### config.mk
export PLATFORM = sky130hd
export DESIGN_NAME = mips_multicycle_ctrl
export DESIGN_NICKNAME = d
export VERILOG_FILES = /design/src/rtl/mips_multicycle_ctrl.sv
export SDC_FILE = /design/constraint.sdc
export NUM_CORES = 1
export LEC_CHECK = 0
export ABC_AREA = 1
export CORE_MARGIN = 2
export CORE_UTILIZATION = 34
export CTS_CLUSTER_DIAMETER = 150
export DETAILED_ROUTE_END_ITERATION = 12
export GPL_ROUTABILITY_DRIVEN = 0
export HOLD_SLACK_MARGIN = 0.15
export PLACE_DENSITY = 0.83
export SYNTH_ARGS = -nofsm -noshare
export SYNTH_HDL_FRONTEND = slang
export SYNTH_SLANG_ARGS = --single-unit
### constraint.sdc
create_clock -name clk -period 1.4 [get_ports clk]
set_clock_uncertainty 0.2 [all_clocks]
set_input_delay 0.28 -clock clk [delete_from_list [all_inputs] [get_ports clk]]
set_output_delay 0.28 -clock clk [all_outputs]
set_load 0.02 [all_outputs]
### src/rtl/mips_multicycle_ctrl.sv
// Multicycle MIPS control FSM: sequences fetch/decode/execute/memory/writeback
// one phase per clock, drives all datapath selects and write enables, and
// stalls on the memory ready handshake.
// Optional feature: define MIPS_ILLEGAL_TRAP_EN to trap on illegal opcode/funct
// (sticky illegal_op, FSM parks in TRAP until reset). Without it, illegal
// instructions retire as a two-cycle NOP.
module mips_multicycle_ctrl (
  input  logic       clk,
  input  logic       rst_n,
  input  logic [5:0] opcode,
  input  logic [5:0] funct,
  input  logic       zero,
  input  logic       mem_ready,
  output logic       mem_req,
  output logic       mem_we,
  output logic       iord,
  output logic       ir_write,
  output logic       pc_write,
  output logic       pc_write_cond,
  output logic [1:0] pc_src,
  output logic       alu_src_a,
  output logic [1:0] alu_src_b,
  output logic [2:0] alu_sel,
  output logic       reg_write,
  output logic       reg_dst,
  output logic       mem_to_reg,
  output logic       instr_done,
  output logic       illegal_op,
  output logic [3:0] state
);

  typedef enum logic [3:0] {
    S_FETCH     = 4'd0,
    S_DECODE    = 4'd1,
    S_MEM_ADDR  = 4'd2,
    S_MEM_READ  = 4'd3,
    S_MEM_WB    = 4'd4,
    S_MEM_WRITE = 4'd5,
    S_EXEC_R    = 4'd6,
    S_R_WB      = 4'd7,
    S_BRANCH    = 4'd8,
    S_JUMP      = 4'd9,
    S_EXEC_I    = 4'd10,
    S_I_WB      = 4'd11,
    S_TRAP      = 4'd15
  } state_e;

  typedef struct packed {
    logic       mem_req;
    logic       mem_we;
    logic       iord;
    logic       ir_write;
    logic       pc_write;
    logic       pc_write_cond;
    logic [1:0] pc_src;
    logic       alu_src_a;
    logic [1:0] alu_src_b;
    logic [2:0] alu_sel;
    logic       reg_write;
    logic       reg_dst;
    logic       mem_to_reg;
    logic       instr_done;
  } ctl_t;

  localparam logic [5:0] OP_RTYPE = 6'b000000;
  localparam logic [5:0] OP_LW    = 6'b100011;
  localparam logic [5:0] OP_SW    = 6'b101011;
  localparam logic [5:0] OP_BEQ   = 6'b000100;
  localparam logic [5:0] OP_J     = 6'b000010;
  localparam logic [5:0] OP_ADDI  = 6'b001000;
  localparam logic [5:0] OP_ADDIU = 6'b001001;

  localparam logic [2:0] ALU_ADD = 3'b010;
  localparam logic [2:0] ALU_SUB = 3'b110;
  localparam logic [2:0] ALU_AND = 3'b000;
  localparam logic [2:0] ALU_OR  = 3'b001;
  localparam logic [2:0] ALU_SLT = 3'b111;

  state_e     state_q, state_d;
  ctl_t       ctl_c, ctl_o;
  logic [2:0] r_alu_sel;
  logic       funct_ok, op_ok;

  // The zero flag gates pc_write_cond inside the datapath; the FSM itself
  // does not branch on it.
  logic unused_zero;
  assign unused_zero = zero;

  // Instruction legality and R-type ALU select decode.
  always_comb begin
    // NOTE: every combinational output gets a default first so no path
    // through the case statements can leave it unassigned (no latches).
    r_alu_sel = ALU_ADD;
    funct_ok  = 1'b1;
    op_ok     = 1'b1;
    case (funct)
      6'b100000: r_alu_sel = ALU_ADD;
      6'b100010: r_alu_sel = ALU_SUB;
      6'b100100: r_alu_sel = ALU_AND;
      6'b100101: r_alu_sel = ALU_OR;
      6'b101010: r_alu_sel = ALU_SLT;
      default:   funct_ok  = 1'b0;
    endcase
    case (opcode)
      OP_RTYPE:                                      op_ok = funct_ok;
      OP_LW, OP_SW, OP_BEQ, OP_J, OP_ADDI, OP_ADDIU: op_ok = 1'b1;
      default:                                       op_ok = 1'b0;
    endcase
  end

  // State register.
  always_ff @(posedge clk or negedge rst_n) begin
    // NOTE: sequential state uses non-blocking assignments so every flop
    // samples pre-edge values regardless of block ordering.
    if (!rst_n) state_q <= S_FETCH;
    else        state_q <= state_d;
  end

`ifdef MIPS_ILLEGAL_TRAP_EN
  logic illegal_q;

  // Sticky illegal-instruction flag, set on the DECODE that enters TRAP.
  always_ff @(posedge clk or negedge rst_n) begin
    if (!rst_n)                                illegal_q <= 1'b0;
    else if (state_q == S_DECODE && !op_ok)    illegal_q <= 1'b1;
  end

  assign illegal_op = illegal_q;
`else
  assign illegal_op = 1'b0;
`endif

  // Next-state logic and per-state control outputs.
  always_comb begin
    ctl_c   = '0;
    state_d = state_q;
    case (state_q)
      S_FETCH: begin
        ctl_c.mem_req   = 1'b1;
        ctl_c.alu_src_b = 2'd1;
        ctl_c.alu_sel   = ALU_ADD;
        if (mem_ready) begin
          ctl_c.ir_write = 1'b1;
          ctl_c.pc_write = 1'b1;
          state_d        = S_DECODE;
        end
      end
      S_DECODE: begin
        ctl_c.alu_src_b = 2'd3;
        ctl_c.alu_sel   = ALU_ADD;
        if (!op_ok) begin
`ifdef MIPS_ILLEGAL_TRAP_EN
          state_d = S_TRAP;
`else
          ctl_c.instr_done = 1'b1;
          state_d          = S_FETCH;
`endif
        end else begin
          case (opcode)
            OP_RTYPE:     state_d = S_EXEC_R;
            OP_LW, OP_SW: state_d = S_MEM_ADDR;
            OP_BEQ:       state_d = S_BRANCH;
            OP_J:         state_d = S_JUMP;
            default:      state_d = S_EXEC_I;
          endcase
        end
      end
      S_MEM_ADDR: begin
        ctl_c.alu_src_a = 1'b1;
        ctl_c.alu_src_b = 2'd2;
        ctl_c.alu_sel   = ALU_ADD;
        state_d         = (opcode == OP_SW) ? S_MEM_WRITE : S_MEM_READ;
      end
      S_MEM_READ: begin
        ctl_c.mem_req = 1'b1;
        ctl_c.iord    = 1'b1;
        if (mem_ready) state_d = S_MEM_WB;
      end
      S_MEM_WB: begin
        ctl_c.reg_write  = 1'b1;
        ctl_c.mem_to_reg = 1'b1;
        ctl_c.instr_done = 1'b1;
        state_d          = S_FETCH;
      end
      S_MEM_WRITE: begin
        ctl_c.mem_req = 1'b1;
        ctl_c.mem_we  = 1'b1;
        ctl_c.iord    = 1'b1;
        if (mem_ready) begin
          ctl_c.instr_done = 1'b1;
          state_d          = S_FETCH;
        end
      end
      S_EXEC_R: begin
        ctl_c.alu_src_a = 1'b1;
        ctl_c.alu_sel   = r_alu_sel;
        state_d         = S_R_WB;
      end
      S_R_WB: begin
        ctl_c.reg_write  = 1'b1;
        ctl_c.reg_dst    = 1'b1;
        ctl_c.instr_done = 1'b1;
        state_d          = S_FETCH;
      end
      S_EXEC_I: begin
        ctl_c.alu_src_a = 1'b1;
        ctl_c.alu_src_b = 2'd2;
        ctl_c.alu_sel   = ALU_ADD;
        state_d         = S_I_WB;
      end
      S_I_WB: begin
        ctl_c.reg_write  = 1'b1;
        ctl_c.instr_done = 1'b1;
        state_d          = S_FETCH;
      end
      S_BRANCH: begin
        ctl_c.alu_src_a     = 1'b1;
        ctl_c.alu_sel       = ALU_SUB;
        ctl_c.pc_write_cond = 1'b1;
        ctl_c.pc_src        = 2'd1;
        ctl_c.instr_done    = 1'b1;
        state_d             = S_FETCH;
      end
      S_JUMP: begin
        ctl_c.pc_write   = 1'b1;
        ctl_c.pc_src     = 2'd2;
        ctl_c.instr_done = 1'b1;
        state_d          = S_FETCH;
      end
      S_TRAP:  state_d = S_TRAP;
      default: state_d = S_FETCH;
    endcase
  end

  // NOTE: outputs are masked by rst_n combinationally so a reset in the
  // middle of a write cycle kills the strobe immediately, not at the next edge.
  assign ctl_o = rst_n ? ctl_c : '0;

  assign mem_req       = ctl_o.mem_req;
  assign mem_we        = ctl_o.mem_we;
  assign iord          = ctl_o.iord;
  assign ir_write      = ctl_o.ir_write;
  assign pc_write      = ctl_o.pc_write;
  assign pc_write_cond = ctl_o.pc_write_cond;
  assign pc_src        = ctl_o.pc_src;
  assign alu_src_a     = ctl_o.alu_src_a;
  assign alu_src_b     = ctl_o.alu_src_b;
  assign alu_sel       = ctl_o.alu_sel;
  assign reg_write     = ctl_o.reg_write;
  assign reg_dst       = ctl_o.reg_dst;
  assign mem_to_reg    = ctl_o.mem_to_reg;
  assign instr_done    = ctl_o.instr_done;
  assign state         = state_q;

endmodule

==> results of run 1 <==
[cells in the mapped netlist]
master     n
nor2_1    28
nand2_1   26
inv_1     21
nand3_1   15
a21oi_1    6
dfrtp_1    4
nor2_2     4
nand2_2    3
nand3b_1   3
nor3_1     3
inv_2      2
nand4_1    2
o31ai_1    2
a31oi_1    1
buf_4      1
clkbuf_1   1
conb_1     1
nand2_4    1
nand3_2    1
nor3_4     1
o21a_1     1
o21ai_0    1
o21ai_1    1
o22ai_1    1
or2_1      1
[kinds of logic after synthesis]
logic type      after synthesis  share of synthesized area, %
buf+inv                      25                          14.1
compound gates               13                          10.8
other cells                   1                         0.542
simple gates                 88                          60.0
flops                         4                          14.5
[stage by stage]
stage	setup slack (ns)	hold slack, ns	instances	util [%]	area (um^2)
after CTS	-0.653	0.507	249	93.6	1820
after detailed placement	-1.14	0.507	231	76.2	1480
after global placement	-1.10	0.512	231	76.2	1480
after floorplan	-0.300	-0.216	131	-	803
[what timing repair did]
| action | CTS |
|---|---|
| hold buffers | 1 |
| endpoints found under the setup margin | 26 |
| setup buffers | 17 |
| endpoints found under the hold margin | 4 |
| resized for setup | 190 |
| pin swaps | 28 |
==> flow_metrics.py, run 1 <==
metrics = {
    "outcome": {
        "status": "stopped before the end",
        "stop_stage": "global routing",
        "tool.error": "[ERROR DPL-0038] Utilization greater than 100%, impossible to legalize",
    },
    "cts": {
        "htree_levels": 1,
        "cts_made_buffers": 3,
        "cts_root_buf": "clkbuf_4",
        "cts.sinks": 4,
        "cts_buffer_depth": 2,
    },
    "floorplanning": {
        "initial_core_util_pct": 35.6,
        "die_y_um": 49.1,
        "placementRows": 16,
        "io-pin-count": 39,
        "die_w_um": 49.1,
    },
    "logic_synthesis": {
        "yosysUniqueCellTypes": 25,
        "synth_area_leaders": "nor2_1 15%, dfrtp_1 14%, nand2_1 14%",
        "yosysWarnings": 0,
        "ys_seq_area_share_pct": 14.5,
        "syn_area_per_cell_um2": 5.28,
        "yosys_register_bits": 4,
        "syn-cell-area_um2": 692,
        "synth_top_area_share_pct": 15.2,
        "synth_nets": 147,
        "yosys.area.top_type": "nor2_1",
        "synth_cells": 131,
    },
    "sta": {
        "grt_worst_setup_endpoint": "instr_done",
        "worstEpCategory": "output port",
    },
    "placement": {
        "port_buffers": 36,
        "dp_hpwl_um": 2450,
    },
    "grt": {
        "grt_start_max_net_pins": 7,
    },
}
==> run 2: changes to the inputs <==
==> config.mk (replaced) <==
export PLATFORM = sky130hd
export DESIGN_NAME = mips_multicycle_ctrl
export DESIGN_NICKNAME = d
export VERILOG_FILES = /design/src/rtl/mips_multicycle_ctrl.sv
export SDC_FILE = /design/constraint.sdc
export NUM_CORES = 1
export LEC_CHECK = 0
export ABC_AREA = 1
export CORE_AREA = 2 2 63 65
export DETAILED_ROUTE_END_ITERATION = 12
export DIE_AREA = 0 0 65 67
export GPL_ROUTABILITY_DRIVEN = 0
export PLACE_DENSITY_LB_ADDON = 0.15
export SYNTH_ARGS = -nofsm -noshare
export SYNTH_HDL_FRONTEND = slang
export SYNTH_SLANG_ARGS = --single-unit
==> constraint.sdc (replaced) <==
create_clock -name clk -period 1.8 [get_ports clk]
set_clock_uncertainty 0.2 [all_clocks]
set_input_delay 0.36 -clock clk [delete_from_list [all_inputs] [get_ports clk]]
set_output_delay 0.36 -clock clk [all_outputs]
set_load 0.02 [all_outputs]
==> run 2 against run 1 <==
Compared with the run above:
- the flow now finishes, with violations (negative setup slack)
- synthesized area stayed put
- synthesized cell count stayed put
==> flow_metrics.py, run 2 <==
metrics = {
    "final_layout": {
        "final_nets": 237,
        "layout_common_cells": "53 x buf_4, 20 x nand2_1, 18 x nor2_1",
        "layout-drive-gt1-share_pct": 62.1,
        "fill_cells": 376,
        "mostFrequentLayoutCell": "buf_4",
        "largest_reg_flops": 4,
        "num_antenna_cells": 0,
        "area_delta_synth_final_pct": 142,
        "multi_input_area_um2": 669,
        "register_area_um2": 105,
        "final_util_pct": 46.4,
    },
    "logic_synthesis": {
        "synth_nets": 147,
        "yosys_register_bits": 4,
        "synth_area_leaders": "nor2_1 15%, dfrtp_1 14%, nand2_1 14%",
        "ys_seq_area_share_pct": 14.5,
        "synth_cells": 131,
        "synthArstFlopShare_pct": 100,
        "synth_most_common_cell": "nor2_1",
        "yosysUniqueCellTypes": 25,
        "synth_common_cells": "28 x nor2_1, 26 x nand2_1, 21 x inv_1",
        "syn-cell-area_um2": 692,
        "syn_area_per_cell_um2": 5.28,
        "yosysWarnings": 0,
        "ys.flop_type": "dfrtp_1",
        "synth_top_area_share_pct": 15.2,
        "synth-edff-count": 0,
        "yosys.area.top_type": "nor2_1",
    },
    "sta": {
        "drv_slew": 0,
        "finalHoldViolations": 0,
        "final.period_utilization_pct": 115,
        "final.min_clock_period_ns": 2.07,
        "rsz0062_at_grt": "yes",
        "fmax_mhz": 482,
        "layout_setup_ws_ns": -0.274,
        "setup_viol": 18,
        "finalSetupTns_ns": -3.16,
        "holdWs_ns": 0.0337,
    },
    "placement": {
        "dp_hpwl_um": 2220,
        "port_buffers": 36,
    },
    "grt": {
        "grt_overflow": 0,
        "grt_pass1_wl_um": 4620,
        "antenna_found_initial": 0,
        "grt_start_max_net_pins": 9,
        "track_usage_pct": 13.8,
        "grt_pass1_vias": 1117,
    },
    "cts": {
        "cts.sinks": 4,
        "cts_hold_buf": 0,
        "cts_buffer_depth": 2,
        "cts_root_buf": "clkbuf_8",
        "cts_made_buffers": 3,
        "path_clk_slew_ns": 0.03,
        "htree_levels": 1,
        "tritoncts": "built",
        "clock_latency_ns": 0.23,
    },
    "detailed_routing": {
        "wl_um": 2850,
        "wl_per_cell_um": 10.7,
        "post-route-drc-count": 0,
        "drt_iter0_drc": 29,
        "drtPass1Iterations": 4,
        "ant_nets": 0,
        "vias": 1160,
        "routed_via_density": 4.34,
    },
    "power": {
        "total_power_mw": 0.380,
        "leakagePower_nw": 0.836,
        "powerDensity_nw_per_um2": 227,
        "ir_drop_mv": 0.158,
    },
    "floorplanning": {
        "io-pin-count": 39,
        "die_y_um": 67,
        "die_w_um": 65,
        "die_area_um2": 4360,
        "placementRows": 22,
        "fp.coreArea_um2": 3610,
        "initial_core_util_pct": 19.2,
    },
    "setup_path": {
        "worst_ep_arrival_time_ns": 1.51,
        "path_max_fanout": 4,
        "reg2regPathDepth": 9,
        "critPathKind": "reg2out",
        "start_kind": "flip-flop",
        "crit_required_ns": 1.24,
        "cp-end-kind": "primary output",
    },
    "worst_hold_path": {
        "hold_class": "in2async",
    },
    "outcome": {
        "violations": "negative setup slack",
        "status": "finished, violations left",
    },
    "job": {
        "maxCapViolCount": 0,
    },
}
-- run 2: final timing paths --
path	startpoint	endpoint	slack [ns]
worst max-delay path	state[2]	instr_done	-0.27
worst min-delay path	rst_n	state[0]	0.03
worst max register to register	state[2]	state[1]	0.12
worst min register to register	state[3]	state[2]	0.52
max in group asynchronous	rst_n	state[1]	1.24
min in group clk	state[3]	state[2]	0.52
-- run 2: stage by stage --
stage	instance area [um^2]	cells	setup WS, ns
final	1670	267	-0.274
after global routing	1670	267	-0.353
after detailed placement	1410	251	-0.883
after floorplan	717	131	-0.0491
after global placement	1410	251	-0.859
after CTS	1600	266	-0.246
-- run 2: critical path, stage by stage (launching register included) --
cell and delay [ns]:
dfrtp_2 0.43, inv_2 0.10, nand2_4 0.09, nor3_4 0.14, buf_4 0.15, nand3_2 0.09, a21oi_2 0.16, buf_6 0.13
-- run 2: per-layer routing --
| metal | track usage (%) | vias up | share of wire (%) |
|---|---|---|---|
| met5 | 0 | - | 0 |
| met4 | 5.32 | 0 | 1.6 |
| met3 | 2.87 | 4 | 4.0 |
| met2 | 27.2 | 27 | 54 |
| met1 | 14.2 | 537 | 40 |
| li1 | - | 592 | - |
-- run 2: what timing repair did --
item / CTS / global route
pin swaps: 19 / 11
gates resized for setup: 139 / 33
setup buffers: 12 / 2
endpoints found under the hold margin: 0 / 0
endpoints found under the setup margin: 21 / 20
-- run 2: layout make-up --
type	count	share of cell area, %
clock buffers	3	2.47
multi-input cells	102	40.0
inverters	23	5.31
well taps	48	3.59
repair buffers	87	42.3
flip-flops and latches	4	6.29
-- run 2: power by group --
group / switching (mW) / internal (mW)
sequential: 0 / 0.0905
clock: 0.0526 / 0.143
combinational: 0.0485 / 0.0454
-- run 2: cells by family after synthesis --
kind of cell | after synthesis | share of synthesized area (%)
other | 1 | 0.542
AOI/OAI and AO/OA | 13 | 10.8
buffers and inverters | 25 | 14.1
DFF | 4 | 14.5
and+or+nand+nor | 88 | 60.0
Power figures use the tool's default switching activity.
==> run 3: changes to the inputs <==
--- a/config.mk
+++ b/config.mk
@@ -11,6 +11,7 @@
 export DIE_AREA = 0 0 65 67
 export GPL_ROUTABILITY_DRIVEN = 0
 export PLACE_DENSITY_LB_ADDON = 0.15
+export SKIP_CTS_REPAIR_TIMING = 1
 export SYNTH_ARGS = -nofsm -noshare
 export SYNTH_HDL_FRONTEND = slang
 export SYNTH_SLANG_ARGS = --single-unit
==> run 3 against run 2 <==
Compared with the run above:
- the run still ends with negative setup slack left
- die area is the same
- worst setup slack gained 0.046 ns
- register-to-register slack gained 0.08 ns
- combinational power grew 3.8%
- critical path type unchanged
- largest cell class unchanged
- largest power group unchanged
==> flow_metrics.py, run 3 (same netlist as run 2, synthesis figures left out) <==
metrics = {
    "grt": {
        "grt_pass1_vias": 981,
        "antenna_found_initial": 0,
        "grt_overflow": 0,
        "grt_start_max_net_pins": 9,
        "track_usage_pct": 12.5,
        "grt_pass1_wl_um": 4170,
    },
    "final_layout": {
        "layout-drive-gt1-share_pct": 57.3,
        "mostFrequentLayoutCell": "buf_4",
        "final_util_pct": 46.0,
        "area_delta_synth_final_pct": 140,
        "largest_reg_flops": 4,
        "final_nets": 231,
        "layout_common_cells": "47 x buf_4, 19 x nand2_1, 17 x dlymetal6s2s_1",
        "num_antenna_cells": 0,
        "stdcell_count": 261,
        "fill_cells": 380,
    },
    "setup_path": {
        "reg2regPathDepth": 7,
        "crit_family": "simple AND/OR/NAND/NOR gates",
        "cp-end-kind": "primary output",
        "slowest_stage": "dfrtp_2",
        "crit_required_ns": 1.24,
        "cpPeakStageDelay_ns": 0.42,
        "worstReg2RegEnd": "state[1]",
        "path_cells": "inv_2 -> nand2_4 -> nand2_4 -> nor2_2 -> nor2_2 -> o21ai_1 -> nor2_1 -> a21oi_2 -> buf_6",
        "start_kind": "flip-flop",
        "r2r_slack_ns": 0.20,
        "crit_buf_inv": 2,
        "critPathKind": "reg2out",
        "timing.rr.start": "state[0]",
        "worst_ep_arrival_time_ns": 1.47,
        "path_max_fanout": 5,
    },
    "floorplanning": {
        "die_w_um": 65,
        "placementRows": 22,
        "io-pin-count": 39,
        "die_area_um2": 4360,
        "die_y_um": 67,
        "initial_core_util_pct": 19.2,
        "fp.coreArea_um2": 3610,
    },
    "detailed_routing": {
        "routed_via_density": 4.33,
        "post-route-drc-count": 0,
        "drtPass1Iterations": 4,
        "drt_iter0_drc": 19,
        "vias": 1129,
        "wl_um": 2750,
        "ant_nets": 0,
        "wl_per_cell_um": 10.5,
    },
    "sta": {
        "setup_viol": 18,
        "final.min_clock_period_ns": 2.03,
        "finalHoldViolations": 0,
        "final.period_utilization_pct": 113,
        "rsz0062_at_grt": "yes",
        "layout_setup_ws_ns": -0.228,
        "finalSetupTns_ns": -2.82,
        "fmax_mhz": 493,
        "drv_slew": 0,
    },
    "outcome": {
        "violations": "negative setup slack",
        "status": "finished, violations left",
    },
    "placement": {
        "dp_hpwl_um": 2220,
        "port_buffers": 36,
        "dp.cells": 251,
        "pre_cts_ws_ns": -0.883,
    },
    "cts": {
        "cts_root_buf": "clkbuf_8",
        "cts_buffer_depth": 2,
        "cts.sinks": 4,
        "path_clk_slew_ns": 0.03,
        "clock_latency_ns": 0.23,
        "cts_made_buffers": 3,
        "htree_levels": 1,
        "tritoncts": "built",
    },
    "power": {
        "powerDensity_nw_per_um2": 231,
        "total_power_mw": 0.383,
        "ir_drop_mv": 0.158,
        "leakagePower_nw": 0.914,
    },
    "worst_hold_path": {
        "hold_class": "in2async",
    },
    "job": {
        "maxCapViolCount": 0,
    },
}
[run 3: worst max-delay path by stage]
| stage | from | to | cells past startpoint |
|---|---|---|---|
| after global placement | opcode[3] | instr_done | 9 |
| final | state[2] | instr_done | 9 |
| after global routing | state[1] | instr_done | 8 |
| after detailed placement | opcode[3] | instr_done | 9 |
| after floorplan | state[2] | alu_sel[1] | 7 |
| after CTS | funct[5] | alu_sel[0] | 8 |
[run 3: area by class of cell]
cell class / instances / area, um^2 / area share, %
Clock buffer: 3 / 41.3 / 2.49
Inverter: 23 / 88.8 / 5.35
Tap cell: 48 / 60.1 / 3.62
Timing Repair Buffer: 81 / 711 / 42.8
Sequential cell: 4 / 105 / 6.33
Multi-Input combinational cell: 102 / 653 / 39.4
[run 3: report_power, final]
part / switching, mW / total, mW / internal, mW / leakage [nW]
Combinational: 0.0468 / 0.0975 / 0.0507 / 0.859
Sequential: 0 / 0.0905 / 0.0905 / 0.0337
Clock: 0.0521 / 0.195 / 0.143 / 0.0216
Total: 0.0990 / 0.383 / 0.284 / 0.914
[run 3: worst min-delay path, stage by stage]
cell	delay, ns
dlymetal6s2s_1	0.14
buf_6	0.13
dlygate4sd3_1	0.68
[run 3: through the flow]
| stage | hold slack, ns | cell area [um^2] |
|---|---|---|
| after floorplan | -0.136 | 717 |
| after CTS | 0.287 | 1450 |
| final | 0.519 | 1660 |
| after global placement | 0.514 | 1410 |
| after detailed placement | 0.527 | 1410 |
| after global routing | 0.550 | 1660 |
[run 3: layer usage]
layer  share of wire, %  up-vias  track usage (%)
met5                  0        -                0
met4                1.5        0             4.79
met1                 41      516             13.3
li1                   -      580                -
met2                 53       29             24.1
met3                4.5        4             2.53
==> run 4: changes to the inputs <==
--- a/config.mk
+++ b/config.mk
@@ -6,6 +6,7 @@
 export NUM_CORES = 1
 export LEC_CHECK = 0
 export ABC_AREA = 1
+export CAP_MARGIN = 20
 export CORE_AREA = 2 2 63 65
 export DETAILED_ROUTE_END_ITERATION = 12
 export DIE_AREA = 0 0 65 67
==> results of run 4 <==
Same layout as run 3: the final DEF is identical, and so are final timing and power.
